File: src/rtl/pipe_ctrl_pkg.sv
// Shared types and constants for the pipeline hazard controller.
// Holds the wait-FSM state encoding and the register-field width used by the hazard checks.
package pipe_ctrl_pkg;

  typedef enum logic {
    RUN  = 1'b0,
    WAIT = 1'b1
  } state_t;

  localparam int REG_W = 5;
  localparam logic [REG_W-1:0] ZERO_REG = 5'd0;

  // $zero is hard-wired, so a load targeting it can never create a real dependency.
  function automatic logic load_use_hit(
    input logic             mem_read,
    input logic [REG_W-1:0] ex_rt,
    input logic [REG_W-1:0] id_rs,
    input logic [REG_W-1:0] id_rt,
    input logic             uses_rt
  );
    return mem_read && (ex_rt != ZERO_REG) &&
           ((ex_rt == id_rs) || (uses_rt && (ex_rt == id_rt)));
  endfunction

endpackage

File: src/rtl/pipe_hazard_ctrl_sat_counter.sv
// Saturating up-counter used for the stall and flush performance counts.
// It holds at all ones instead of wrapping.
module sat_counter #(
  parameter int W = 16
) (
  input  logic         i_clk,
  input  logic         i_rst,
  input  logic         i_inc,
  output logic [W-1:0] o_value
);

  logic [W-1:0] r_value;

  always_ff @(posedge i_clk) begin
    if (!i_rst) begin
      r_value <= '0;
    end else if (i_inc && (r_value != '1)) begin
      r_value <= r_value + 1'b1;
    end
  end

  assign o_value = r_value;

endmodule

File: src/rtl/pipe_hazard_ctrl.sv
// Stall/flush sequencer for the 5-stage pipeline: load-use stalls, taken-branch flushes
// and a bounded memory-wait freeze with timeout, plus saturating stall/flush counters.
module pipe_hazard_ctrl
  import pipe_ctrl_pkg::*;
#(
  parameter int TIMEOUT = 255,
  parameter int CNT_W   = 16,
  parameter int TO_W    = 8
) (
  input  logic             i_clk,
  input  logic             i_rst,
  input  logic             i_id_ex_mem_read,
  input  logic [REG_W-1:0] i_id_ex_rt,
  input  logic [REG_W-1:0] i_if_id_rs,
  input  logic [REG_W-1:0] i_if_id_rt,
  input  logic             i_if_id_uses_rt,
  input  logic             i_id_branch_taken,
  input  logic             i_ex_mem_mem_req,
  input  logic             i_mem_ready,
  output logic             o_pc_write,
  output logic             o_if_id_write,
  output logic             o_if_id_flush,
  output logic             o_id_ex_write,
  output logic             o_id_ex_bubble,
  output logic             o_ex_mem_write,
  output logic             o_mem_wb_bubble,
  output logic             o_busy,
  output logic             o_mem_err,
  output logic [CNT_W-1:0] o_stall_count,
  output logic [CNT_W-1:0] o_flush_count
);

  localparam logic [TO_W-1:0] TIMEOUT_V = TO_W'(TIMEOUT);

  state_t          r_state;
  logic [TO_W-1:0] r_wait_cnt;
  logic            r_mem_err;

  logic w_timeout_hit;
  logic w_mem_freeze;
  logic w_load_use;

  assign w_timeout_hit = (r_state == WAIT) && (r_wait_cnt == TIMEOUT_V);
  assign w_mem_freeze  = i_ex_mem_mem_req && !i_mem_ready && !w_timeout_hit;
  assign w_load_use    = load_use_hit(i_id_ex_mem_read, i_id_ex_rt, i_if_id_rs,
                                      i_if_id_rt, i_if_id_uses_rt);

  // Priority: memory freeze, then load-use stall, then branch flush.
  always_comb begin
    o_pc_write      = 1'b1;
    o_if_id_write   = 1'b1;
    o_if_id_flush   = 1'b0;
    o_id_ex_write   = 1'b1;
    o_id_ex_bubble  = 1'b0;
    o_ex_mem_write  = 1'b1;
    o_mem_wb_bubble = 1'b0;
    if (!i_rst) begin
      o_pc_write     = 1'b0;
      o_if_id_write  = 1'b0;
      o_id_ex_write  = 1'b0;
      o_ex_mem_write = 1'b0;
    end else if (w_mem_freeze) begin
      o_pc_write      = 1'b0;
      o_if_id_write   = 1'b0;
      o_id_ex_write   = 1'b0;
      o_ex_mem_write  = 1'b0;
      o_mem_wb_bubble = 1'b1;
    end else if (w_load_use) begin
      o_pc_write     = 1'b0;
      o_if_id_write  = 1'b0;
      o_id_ex_bubble = 1'b1;
    end else if (i_id_branch_taken) begin
      o_if_id_flush = 1'b1;
    end
  end

  // A dropped request while waiting is abnormal but simply abandons the wait.
  always_ff @(posedge i_clk) begin
    if (!i_rst) begin
      r_state    <= RUN;
      r_wait_cnt <= '0;
      r_mem_err  <= 1'b0;
    end else begin
      r_mem_err <= 1'b0;
      case (r_state)
        RUN: begin
          if (w_mem_freeze) begin
            r_state    <= WAIT;
            r_wait_cnt <= TO_W'(1);
          end
        end
        WAIT: begin
          if (!i_ex_mem_mem_req || i_mem_ready) begin
            r_state    <= RUN;
            r_wait_cnt <= '0;
          end else if (w_timeout_hit) begin
            r_state    <= RUN;
            r_wait_cnt <= '0;
            r_mem_err  <= 1'b1;
          end else begin
            r_wait_cnt <= r_wait_cnt + 1'b1;
          end
        end
        default: begin
          r_state    <= RUN;
          r_wait_cnt <= '0;
        end
      endcase
    end
  end

  assign o_busy    = (r_state == WAIT);
  assign o_mem_err = r_mem_err;

  sat_counter #(.W(CNT_W)) u_stall_cnt (
    .i_clk   (i_clk),
    .i_rst   (i_rst),
    .i_inc   (!o_pc_write),
    .o_value (o_stall_count)
  );

  sat_counter #(.W(CNT_W)) u_flush_cnt (
    .i_clk   (i_clk),
    .i_rst   (i_rst),
    .i_inc   (o_if_id_flush),
    .o_value (o_flush_count)
  );

endmodule

File: config.mk
export PLATFORM = sky130hd
export DESIGN_NAME = pipe_hazard_ctrl
export DESIGN_NICKNAME = d
export VERILOG_FILES = /design/src/rtl/pipe_ctrl_pkg.sv /design/src/rtl/pipe_hazard_ctrl_sat_counter.sv /design/src/rtl/pipe_hazard_ctrl.sv
export SDC_FILE = /design/constraint.sdc
export NUM_CORES = 1
export LEC_CHECK = 0
export CORE_MARGIN = 3
export CORE_UTILIZATION = 48
export CTS_CLUSTER_SIZE = 12
export DETAILED_ROUTE_END_ITERATION = 10
export PLACE_DENSITY = 0.9
export SLEW_MARGIN = 20
export SYNTH_ARGS = -nofsm -noshare
export SYNTH_HDL_FRONTEND = slang
export SYNTH_SLANG_ARGS = --single-unit
File: constraint.sdc
create_clock -name i_clk -period 2.8 [get_ports i_clk]
set_input_delay 0.56 -clock i_clk [delete_from_list [all_inputs] [get_ports i_clk]]
set_output_delay 0.56 -clock i_clk [all_outputs]
set_load 0.02 [all_outputs]
Word-level counts from Yosys, hierarchy flattened

Index checks and enable logic that the tools add are counted.

Multiplexer cells: 22
Equal/unequal tests: 6
Add/subtract/negate cells: 3
Bitwise gates (word level): 2
Reductions and logical operators: 16

Operators with widths:

| operator              | number |
|---|---|
| $add 16x1->16 const B | 2 |
| $ne 16x16->1 const B  | 2 |
| $mux 8                | 3 |
| $mux 1                | 17 |
| $pmux 8 s2            | 1 |
| $eq 5x5->1            | 2 |
| $add 8x1->8 const B   | 1 |
| $eq 8x8->1 const B    | 1 |
| $logic_and 1x1->1     | 8 |
| $reduce_bool 5->1     | 1 |
| $logic_not 1->1       | 4 |
| $reduce_or 3->1       | 1 |
| $logic_or 1x1->1      | 2 |
| $ne 2x2->1 const B    | 1 |
| $not 1->1             | 2 |
| $pmux 1 s2            | 1 |

Input bits: 22
Register bits: 42
Output and inout port bits: 41

Depth between registers and ports, before layout

Gate-level depths: netlist (run 1).

Depth in word-level cells: 9
Mapped depth: 9

Modules after synthesis

Synthesis (run 1) repeated with hierarchy kept, for this count alone.

Cell total of the unflattened synthesis: 280
Area, all modules: 2369.8 um2

Modules (own cells, without submodules):

| module           | area each (um2) | times used | cells each |
|---|---|---|---|
| sat_counter      | 837.1           | 2          | 97 |
| pipe_hazard_ctrl | 695.7           | 1          | 86 |

Least setup slack after synthesis (run 1)

OpenSTA, ideal clock, no wires.

Kind: reg2out
Start point: reg r_wait_cnt[0]
End point: out o_pc_write
Cell stages (with the launch flop): 9
Path buffers: 3
Setup slack: 0.231 ns
Arrival time: 2.009 ns
Cells stage by stage: dfxtp_1 -> ha_1 -> nand3_1 -> o31a_1 -> nor2_2 -> o21a_1 -> buf_6 -> buf_2 -> buf_4

Cells in the longest elaborated chain, start to end: 6

Ends and longest elaborated chain:

| element                | line                    | source |
|---|---|---|
| start, declared        | pipe_hazard_ctrl.sv:36  | `logic [TO_W-1:0] r_wait_cnt;` |
| start signal, assigned | pipe_hazard_ctrl.sv:101 | `r_wait_cnt <= r_wait_cnt + 1'b1;` |
| $eq 8x8->1             | pipe_hazard_ctrl.sv:43  | `assign w_timeout_hit = (r_state == WAIT) && (r_wait_cnt == TIMEOUT_V);` |
| $logic_and 1x1->1      | pipe_hazard_ctrl.sv:43  |  |
| $logic_not 1->1        | pipe_hazard_ctrl.sv:44  | `assign w_mem_freeze = i_ex_mem_mem_req && !i_mem_ready && !w_timeout_hit;` |
| $logic_and 1x1->1      | pipe_hazard_ctrl.sv:44  |  |
| $mux 1 (2 in a row)    | n/a                     |  |
| end, declared          | pipe_hazard_ctrl.sv:20  | `output logic o_pc_write,` |

No other way between the ends.

Worst setup path in the final report (run 1)

Start point: in i_if_id_rt[3]
End point: out o_if_id_write

Cells in the longest elaborated chain, start to end: 7

Ends and longest elaborated chain:

| element           | line                   | source |
|---|---|---|
| start, declared   | pipe_hazard_ctrl.sv:15 | `input logic [REG_W-1:0] i_if_id_rt,` |
| $eq 5x5->1        | pipe_ctrl_pkg.sv:22    | `((ex_rt == id_rs) \|\| (uses_rt && (ex_rt == id_rt)));` |
| $logic_and 1x1->1 | pipe_ctrl_pkg.sv:22    |  |
| $logic_or 1x1->1  | pipe_ctrl_pkg.sv:22    |  |
| $logic_and 1x1->1 | pipe_ctrl_pkg.sv:21    | `return mem_read && (ex_rt != ZERO_REG) &&` |
| $mux 1            | pipe_hazard_ctrl.sv:68 | `end else if (w_load_use) begin` |
| $mux 1            | pipe_hazard_ctrl.sv:62 | `end else if (w_mem_freeze) begin` |
| $mux 1            | pipe_hazard_ctrl.sv:57 | `if (!i_rst) begin` |
| end, declared     | pipe_hazard_ctrl.sv:21 | `output logic o_if_id_write,` |

No other way between the ends.

==> metrics.txt, run 1 <==
outcome complete, no violations; worst-margin pin slew 0.453 ns; synth unique cells 43; worst hold margin 0.491 ns; clk buf depth 2; startpoint types input port; crit path max fanout 3; dominant synthesized flop cell dfxtp_1; Routed WL 6340 um; Max H-tree Level 2; average cell area after synthesis 8.29 sq um; Max Cap Violations 0; share of layout cells above drive strength 1 0.123; number of max-slew violations in the final report 0; FMAX approximately 370 MHz; vias per inst 5.88; gpl congestion 0.843; Layout area overhead 36.9%; Num CTS Buffers 5; CORE AREA approximately 0.0045 sq mm; Seq cells post-synth 42; Root Buffer clkbuf_8; CTS tree built; vias in the first global route roughly 2300; Final Hold Vio Count 0; drt wl/cell approximately 15 um; Arr. time, crit path 2.14 ns; Worst-Skew Late Latency 0.31 ns; min setup slack post-route slightly above 0.1 ns; Critical Path RT ~2.2 ns; DRT iter0 DRCs 142; Port Buffers 62; clock transition at the registers of the reported paths ~0.08 ns; Yosys warning count 0; IO Pins 63; final setup fails 0; via count 2483; period utilization 0.964; drt first pass iters 4; min cycle time layout around 2.7 ns; Cells after Synth 283; Mapped Nets 308; grt total ovfl 0; die width 75.9 um; nets 381; Setup WS pre-CTS -0.489 ns; Synth async-reset ratio 0; Die H 75.9 um; residual DRC count 0; GR Util All Layers 0.231; Worst setup EP type output pin; critical path class in2out; die area 0.00576 sq mm; Seq/Total Area, Yosys 0.359; first-pass GRT wire length 10200 um; RSZ-0062 raised after global routing yes; ant diodes 0; initial antenna violation count 0; number of flops mapped to enable cells by yosys 0; Antenna Nets Post-Route 0; pwr dens around 370 mW/mm^2; Post-Syn Area roughly 0.0023 sq mm; pin count of the biggest net entering global routing 28; Rel. slew slack 0.697; TritonCTS Sinks 42; row cnt 24; most frequent cells in the layout 50 x clkdlybuf4s50_1, 42 x dfxtp_1, 26 x nand2_1; VDD IR max 0.325 mV; dpl hpwl around 4400 um; Max Clock Skew 0.0107 ns; Starting Density 0.517; commonest non-fill, non-tap cell in the layout clkdlybuf4s50_1; Static Leak ~1.1 nW; Hold Crit Class reg2reg; flop2flop setup slack 0.37 ns
-- synthesized netlist by cell type, types with 2 or more instances --
library cell  number  area [sq um]
a21oi_1           23           115
and2_1             5          31.3
and3_1             6          37.5
and4_1             4          35.0
buf_2              4          20.0
buf_4              2          15.0
buf_6              2          22.5
clkbuf_1           7          26.3
dfxtp_1           42           841
ha_1               3          37.5
inv_1             10          37.5
mux2i_1           10           100
nand2_1           26          97.6
nand2b_1           7          43.8
nand3_1           12          60.1
nand4_1            8          50.1
nor2_1            17          63.8
nor2b_1            2          12.5
nor3_1             7          35.0
nor3b_1            2          15.0
nor4_1             5          31.3
nor4_2             3          37.5
o21a_1             2          15.0
o21ai_0           10          50.1
o311ai_0           4          35.0
o31a_1             2          17.5
o31ai_1           15           113
o41ai_1            3          26.3
or2_2              2          12.5
or3_1              3          18.8
or4_1             15           113
xor2_1             9          78.8
-- stage by stage --
step                TNS, ns  std cells  instance area (sq um)  utilization  power (mW)
floorplan                 0        283                   2340            -       0.703
global placement      -1.81        409                   3070        0.678       0.773
detailed placement    -4.16        409                   3070        0.678       0.778
CTS                       0        419                   3170        0.700        1.18
global route        -0.0280        422                   3210        0.708        1.22
finish                    0        422                   3210        0.708        1.18
-- where the power goes --
part	switching [mW]	internal, mW	leakage [nW]	total (mW)
combinational	0.0834	0.0768	0.734	0.160
sequential	0.00713	0.603	0.339	0.610
clock	0.230	0.176	0.0452	0.406
-- flip-flops by register name, indices dropped and copies added (netlist names) --
register             cells
o_mem_err                1
o_busy                   1
u_flush_cnt.o_value     16
r_wait_cnt               8
u_stall_cnt.o_value     16
-- cells by family after synthesis --
| logic type | Yosys count | share of synthesized area |
|---|---|---|
| muxes | 10 | 0.0427 |
| adders and majority gates | 3 | 0.0160 |
| and+or+nand+nor | 129 | 0.316 |
| buffers and inverters | 25 | 0.0518 |
| DFF | 42 | 0.359 |
| xor gates and xnor gates | 10 | 0.0374 |
| AOI/OAI and AO/OA | 64 | 0.178 |
-- worst max-delay path: stages --
cell and delay, ns:
clkdlybuf4s50_1 0.41, xor2_1 0.15, nor4_2 0.30, a32oi_2 0.18, o21a_1 0.24, buf_4 0.15
buf_4 0.15
-- cell type report --
| class | count | area [sq um] |
|---|---|---|
| multi-input cells | 216 | 1410 |
| fillers | 361 | 1320 |
| flip-flops and latches | 42 | 841 |
| repair buffers | 81 | 751 |
| well taps | 65 | 81.3 |
| clock buffers | 6 | 72.6 |
| inverters | 10 | 37.5 |
| clock inverters | 2 | 13.8 |
-- per-layer routing --
metal  track usage  wire, um  vias up  share of wire
met5             0         0        -              0
met4         0.111       137        0          0.022
met3        0.0475       305       13          0.048
met2         0.393      3220       77           0.51
met1         0.276      2680     1188           0.42
li1              -         -     1205              -
-- path summary, 6_finish.rpt --
kind                                             start                                   end  depth (start not counted)
setup / recovery                         i_if_id_rt[3]                         o_if_id_write                          7
hold / removal    u_stall_cnt.o_value[11]$_SDFFE_PN0P_  u_stall_cnt.o_value[11]$_SDFFE_PN0P_                          1
setup reg to reg            r_wait_cnt[0]$_SDFFE_PN0P_   u_flush_cnt.o_value[5]$_SDFFE_PN0P_                          9
hold reg to reg   u_stall_cnt.o_value[11]$_SDFFE_PN0P_  u_stall_cnt.o_value[11]$_SDFFE_PN0P_                          1
-- repair_timing --
| item | in CTS | in global routing |
|---|---|---|
| buffers inserted | 2 | 3 |
| setup endpoints to repair | 6 | 6 |
| pin swaps | 3 | 6 |
| gates cloned | 0 | 0 |
| hold buffers | 0 | 0 |
| hold endpoints to repair | 0 | 0 |
| resized for setup | 23 | 7 |
Power figures use the tool's default switching activity.
==> inputs of run 2 (changes only) <==
--- a/config.mk
+++ b/config.mk
@@ -6,11 +6,11 @@
 export NUM_CORES = 1
 export LEC_CHECK = 0
 export CORE_MARGIN = 3
-export CORE_UTILIZATION = 48
+export CORE_UTILIZATION = 49
 export CTS_CLUSTER_SIZE = 12
 export DETAILED_ROUTE_END_ITERATION = 10
-export PLACE_DENSITY = 0.9
-export SLEW_MARGIN = 20
+export PLACE_DENSITY = 0.92
 export SYNTH_ARGS = -nofsm -noshare
 export SYNTH_HDL_FRONTEND = slang
+export SYNTH_HIERARCHICAL = 1
 export SYNTH_SLANG_ARGS = --single-unit
==> metrics.txt, run 2 <==
outcome complete, no violations; drt first pass iters 4 (unchanged); Seq cells post-synth 42 (unchanged); most frequent cell after synthesis dfxtp_1; Max Clock Skew 0.00966 ns (-0.00106 ns); Hold Crit Class reg2reg; Die H 75.5 um (-0.45%); Cells after Synth 280 (-1.1%); Static Leak 1.18 nW (+5.5%); largest area contributor in the netlist dfxtp_1; worst-margin pin slew 0.522 ns (+0.0695 ns); nets 394 (+3.4%); pwr dens 370 mW/mm^2 (+1.1%); worst hold endpoint r_wait_cnt[1]$_SDFFE_PN0P_; Antenna Nets Post-Route 0 (unchanged); synth cell count leaders 42 x dfxtp_1, 25 x nand2_1, 24 x a21oi_1; gpl congestion 0.881 (+4.4%); dpl hpwl 4510 um (+2.8%); flop2flop setup slack 0.40 ns (+0.03 ns); share of layout cells above drive strength 1 0.168 (+0.0448); Yosys warning count 6 (+6); Worst setup EP type output pin; FMAX 369 MHz (-0.47%); setup_tns 0 ns (unchanged); synth top area cells dfxtp_1 35%, xnor2_1 5.2%, a21oi_1 5.1%, nand2_1 4.0%, or4_1 3.5%; Synth async-reset ratio 0 (unchanged); grt total ovfl 0 (unchanged); Port Buffers 62 (unchanged); FF-to-FF Start r_wait_cnt[0]$_SDFFE_PN0P_; Inst Count DP 413 (+0.98%); die area 0.00571 sq mm (-0.91%); row cnt 24 (unchanged); Design Area, Final 0.00337 sq mm (+5.1%); GR Util All Layers 0.224 (-0.00685); Routed WL 6210 um (-2.1%); via count 2513 (+1.2%); commonest non-fill, non-tap cell in the layout clkdlybuf4s50_1; Mapped Nets 305 (-0.97%); clk buf depth 2 (unchanged); synth unique cells 48 (+12%); hold_buf cts 0 (unchanged); Area after DPL 0.00321 sq mm (+4.4%); RSZ-0062 raised after global routing no; number of max-slew violations in the final report 0 (unchanged); Worst R2R End u_flush_cnt/o_value[6]$_SDFFE_PN0P_; Worst Hold Depth 2 (+1); Critical Path RT 2.24 ns (about the same); drt wl/cell 14.7 um (-1.8%); IO Pins 63 (unchanged); first-pass GRT wire length 10000 um (-1.7%); dominant synthesized flop cell dfxtp_1; final setup fails 0 (unchanged); average cell area after synthesis 8.46 sq um (+2.2%); Worst-Skew Late Latency 0.29 ns (-0.02 ns); vias per inst 5.97 (+1.4%); Final Hold Vio Count 0 (unchanged); Seq/Total Area, Yosys 0.355 (-0.00379); Arr. time, crit path 2.15 ns (about the same); period utilization 0.968 (+0.00457); initial antenna violation count 0 (unchanged); crit path max fanout 4 (+1); Root Buffer clkbuf_8; die width 75.5 um (-0.45%); Post-Syn Area 0.00237 sq mm (+1.1%); startpoint types input port; most frequent cells in the layout 55 x clkdlybuf4s50_1, 41 x dfxtp_1, 26 x buf_4; reg2reg path depth 10 (+1); residual DRC count 0 (unchanged); critical path class in2out; vias in the first global route 2254 (-1.9%); DRT iter0 DRCs 196 (+38%); number of flops mapped to enable cells by yosys 0 (unchanged); pin count of the biggest net entering global routing 16 (-43%); HP Start r_wait_cnt[1]$_SDFFE_PN0P_; min cycle time layout 2.71 ns (+0.0128 ns); Max Cap Violations 0 (unchanged); Starting Density 0.526 (+0.00900); TritonCTS Sinks 42 (unchanged); Layout area overhead 42.4%; ant diodes 0 (unchanged); CORE AREA 0.00450 sq mm (-0.66%); Max H-tree Level 2 (unchanged); Synth top area share 0.355 (-0.00379); VDD IR max 0.333 mV (+2.3%); Rel. slew slack 0.649 (-0.0481); Num CTS Buffers 5 (unchanged); Tot Pwr 1.25 mW (+6.2%); Post-Layout Cell Count 421 (-0.24%); CTS tree built; clock transition at the registers of the reported paths 0.08 ns (about the same)
## run 2: cell types whose count changed in the layout (fill, tap and decap cells not counted), sizes merged, moves of 5 or more
cell,change
buf,+7
xor2,-7
and2,-5
clkdlybuf4s50,+5
o31ai,-5
xnor2,+13
nand3,+5
## run 2: how the worst max path moves through the flow
stage,from,depth (start not counted),end
floorplan,i_id_ex_rt[1],6,u_flush_cnt/o_value[9]$_SDFFE_PN0P_
CTS,i_id_ex_rt[2],8,u_flush_cnt/o_value[9]$_SDFFE_PN0P_
global placement,i_id_ex_rt[2],5,o_if_id_flush
detailed placement,i_id_ex_rt[2],5,o_if_id_flush
global route,i_id_ex_rt[4],7,o_id_ex_bubble
finish,i_ex_mem_mem_req,5,o_mem_wb_bubble
## run 2: critical path, stage by stage
cell and delay, ns:
clkdlybuf4s50_1 0.49, nor2b_2 0.24, o41ai_4 0.14, nor2_1 0.11, clkdlybuf4s50_1 0.61
## run 2: power breakdown
part	switching, mW	total (mW)	leakage (nW)	internal, mW
Combinational	0.0727	0.153	0.783	0.0805
Sequential	0.00685	0.610	0.340	0.603
Clock	0.201	0.486	0.0573	0.285
## run 2: metrics by stage
| stage | setup slack [ns] | util | hold slack [ns] |
|---|---|---|---|
| after floorplan | 0.173 | - | 0.449 |
| after global placement | -0.389 | 0.713 | 0.459 |
| after detailed placement | -0.405 | 0.713 | 0.468 |
| after CTS | 0.0180 | 0.734 | 0.480 |
| after global routing | 0.00888 | 0.749 | 0.514 |
| final | 0.0893 | 0.749 | 0.476 |
## run 2: metal layers
layer / track usage / vias up / part of all wire
met5: 0 / - / 0
met4: 0.0718 / 0 / 0.014
met3: 0.0554 / 10 / 0.065
met2: 0.380 / 105 / 0.52
met1: 0.279 / 1166 / 0.40
li1: - / 1232 / -
## run 2: layout make-up
| cell class | count | area, sq um |
|---|---|---|
| Clock buffer | 6 | 82.6 |
| Multi-Input combinational cell | 220 | 1500 |
| Timing Repair Buffer | 88 | 815 |
| Fill cell | 334 | 1130 |
| Sequential cell | 42 | 842 |
| Tap cell | 52 | 65.1 |
| Clock inverter | 1 | 30.0 |
| Inverter | 12 | 45.0 |
## run 2: kinds of logic (layout without fill, tap and decap cells)
logic type / Yosys count / after routing / synth area share
adders and majority gates: 3 / 3 / 0.0158
muxes: 7 / 7 / 0.0301
AOI/OAI and AO/OA: 64 / 64 / 0.175
and+or+nand+nor: 130 / 130 / 0.331
buffers and inverters: 18 / 107 / 0.0349
DFF: 42 / 42 / 0.355
xor gates and xnor gates: 16 / 16 / 0.0591
## run 2: timing repair
item / in CTS / in global routing
setup endpoints to repair: 6 / 19
pin swaps: 0 / 1
buffers inserted: 0 / 1
gates resized for setup: 14 / 16
==> inputs of run 3 (changes only) <==
--- a/config.mk
+++ b/config.mk
@@ -5,8 +5,10 @@
 export SDC_FILE = /design/constraint.sdc
 export NUM_CORES = 1
 export LEC_CHECK = 0
+export ABC_AREA = 1
+export ABC_CLOCK_PERIOD_IN_PS = 2800
 export CORE_MARGIN = 3
-export CORE_UTILIZATION = 49
+export CORE_UTILIZATION = 51
 export CTS_CLUSTER_SIZE = 12
 export DETAILED_ROUTE_END_ITERATION = 10
 export PLACE_DENSITY = 0.92
==> metrics.txt, run 3 <==
outcome complete, no violations; Max H-tree Level 2 (unchanged); Max Cap Violations 0 (unchanged); initial antenna violation count 0 (unchanged); slowest cell on the critical path clkdlybuf4s50_1; period utilization 0.954 (-0.0138); vias per inst 4.91 (-18%); dpl hpwl 4640 um (+2.8%); synth top area cells dfxtp_1 31%, nand2_1 17%, nor2_1 12%, nand3_1 6.0%, inv_1 5.5%; via count 2753 (+9.6%); Setup WS pre-CTS -0.120 ns (+0.285 ns); Rel. slew slack 0.761 (+0.111); Hold Crit Class reg2reg; final core occ 0.678 (-0.0707); drt wl/cell 10.8 um (-27%); Cells after Synth 425 (+52%); first-pass GRT wire length 10400 um (+3.7%); Comb power frac 0.130 (+0.007); met3 Use GR 0.0420 (-0.0135); gpl congestion 0.876 (-0.55%); number of flops mapped to enable cells by yosys 0 (unchanged); met1 Use GR 0.231 (-0.0490); Worst-Skew Late Latency 0.29 ns (about the same); Antenna Nets Post-Route 0 (unchanged); GR Util All Layers 0.201 (-0.0231); Root Buffer clkbuf_8; ant diodes 0 (unchanged); Seq/Total Area, Yosys 0.307 (-0.0481); Yosys warning count 6 (unchanged); average cell area after synthesis 6.45 sq um (-24%); VDD IR max 0.228 mV (-32%); crit path max fanout 3 (-1); synth cell count leaders 124 x nand2_1, 85 x nor2_1, 42 x dfxtp_1; Post-Syn Area 0.00274 sq mm (+16%); CORE AREA 0.00514 sq mm (+14%); vias in the first global route 2535 (+12%); hold_buf cts 0 (unchanged); Seq pwr share 0.489 (about the same); min cycle time layout 2.67 ns (-0.0387 ns); die area 0.00629 sq mm (+10%); largest area contributor in the netlist dfxtp_1; Synth top area share 0.307 (-0.0481); clock transition at the registers of the reported paths 0.08 ns (about the same); clk buf depth 2 (unchanged); Max Clock Skew 0.00970 ns (+0.0000408 ns); pin count of the biggest net entering global routing 36 (+20); CTS tree built; Arr. time, crit path 2.11 ns (-0.04 ns); final setup fails 0 (unchanged); Mapped Nets 450 (+48%); worst-margin pin slew 0.359 ns (-0.163 ns); P_int 0.947 mW (-2.3%); synth unique cells 29 (-40%); layer with the highest usage met2; number of max-slew violations in the final report 0 (unchanged); drt first pass iters 5 (+1); CP peak stage delay 0.49 ns (-0.12 ns); Die H 79.3 um (+5.0%); Routed WL 6060 um (-2.3%); dominant synthesized flop cell dfxtp_1; nets 515 (+31%); startpoint types input port; TritonCTS Sinks 42 (unchanged); Static Leak 1.51 nW (+28%); FMAX 374 MHz (+1.4%); GR Util met2 0.364 (-0.0152); residual DRC count 0 (unchanged); most frequent CP cell nand2_1; IO Pins 63 (unchanged); switching component of the power 0.307 mW (+9.6%); Tot Pwr 1.25 mW (+0.38%); Seq cells post-synth 42 (unchanged); row cnt 26 (+8.3%); most frequent cell after synthesis nand2_1; most frequent cells in the layout 124 x nand2_1, 85 x nor2_1, 58 x clkdlybuf4s50_1; Final Hold Vio Count 0 (unchanged); clock share of power 0.381 (-0.008); DRT iter0 DRCs 141 (-28%); share of layout cells above drive strength 1 0.126 (-0.0417); die width 79.3 um (+5.0%); Num CTS Buffers 5 (unchanged); RSZ-0062 raised after global routing no; critical path class in2out; grt total ovfl 0 (unchanged); CP Cell Sequence clkdlybuf4s50_1 > inv_1 > nand2_1 > nand2_1 > nor2_1 > nand3_1 > nand2_1 > nand2_1 > nand2_4 > inv_1 > dlygate4sd2_1; commonest non-fill, non-tap cell in the layout nand2_1; Worst setup EP type output pin; min setup slack post-route 0.128 ns (+0.0387 ns); Starting Density 0.533 (+0.00724); pwr dens 360 mW/mm^2 (-2.9%); Layout area overhead 27.2%; Critical Path RT 2.24 ns (about the same); Port Buffers 62 (unchanged); Synth async-reset ratio 0 (unchanged); Setup Fix Bufs, Post-CTS 0 (unchanged); Sw Ratio 0.245 (+0.0206)
-- run 3: cell families (layout without fill, tap and decap cells) --
logic type,Yosys count,in the layout,share of synthesized area
simple gates,303,303,0.530
compound gates,23,23,0.0429
xor+xnor,4,4,0.0128
fa+ha+maj,3,3,0.0137
buf+inv,50,116,0.0936
flops,42,42,0.307
-- run 3: power by group through the flow --
stage | logic, mW | registers [mW] | clock network (mW)
final | 0.163 | 0.613 | 0.477
after global routing | 0.181 | 0.615 | 0.515
after CTS | 0.164 | 0.613 | 0.490
after detailed placement | 0.165 | 0.628 | 0
after global placement | 0.160 | 0.627 | 0
after floorplan | 0.0948 | 0.634 | 0
-- run 3: critical path: cells and delay by family --
family	cells	cell delay, ns
buffers and inverters	4	0.93
and+or+nand+nor	7	0.63
-- run 3: repair_timing --
action | CTS | global route
gates resized for setup | 4 | 0
endpoints found under the hold margin | 0 | 0
setup endpoints to repair | 4 | 0
-- run 3: final cells by class --
class                   instances  area [sq um]
fillers                       476          1650
multi-input cells             333          1640
flip-flops and latches         42           841
repair buffers                 66           646
inverters                      42           159
well taps                      70          87.6
clock buffers                   6          72.6
clock inverters                 2          37.5
-- run 3: per-stage QoR --
step	cells	TNS (ns)	hold slack (ns)	instance area (sq um)
2_1_floorplan	425	0	0.460	2740
3_3_place_gp	553	-0.0734	0.478	3380
3_5_place_dp	553	-0.368	0.485	3380
4_1_cts	561	0	0.500	3490
5_1_grt	561	0	0.535	3490
6_report	561	0	0.499	3490
-- run 3: worst paths after layout --
kind / cells after the start / startpoint / endpoint / slack, ns
max: 11 / i_id_ex_rt[3] / o_pc_write / 0.13
min: 2 / r_wait_cnt[0]$_SDFFE_PN0P_ / r_wait_cnt[0]$_SDFFE_PN0P_ / 0.50
max reg2reg: 16 / r_wait_cnt[0]$_SDFFE_PN0P_ / u_flush_cnt/o_value[13]$_SDFFE_PN0P_ / 0.59
min reg2reg: 2 / r_wait_cnt[0]$_SDFFE_PN0P_ / r_wait_cnt[0]$_SDFFE_PN0P_ / 0.50
-- run 3: routing by layer --
layer,part of all wire,up-vias
li1,-,1444
met3,0.049,5
met5,0,-
met1,0.45,1239
met2,0.49,65
met4,0.012,0
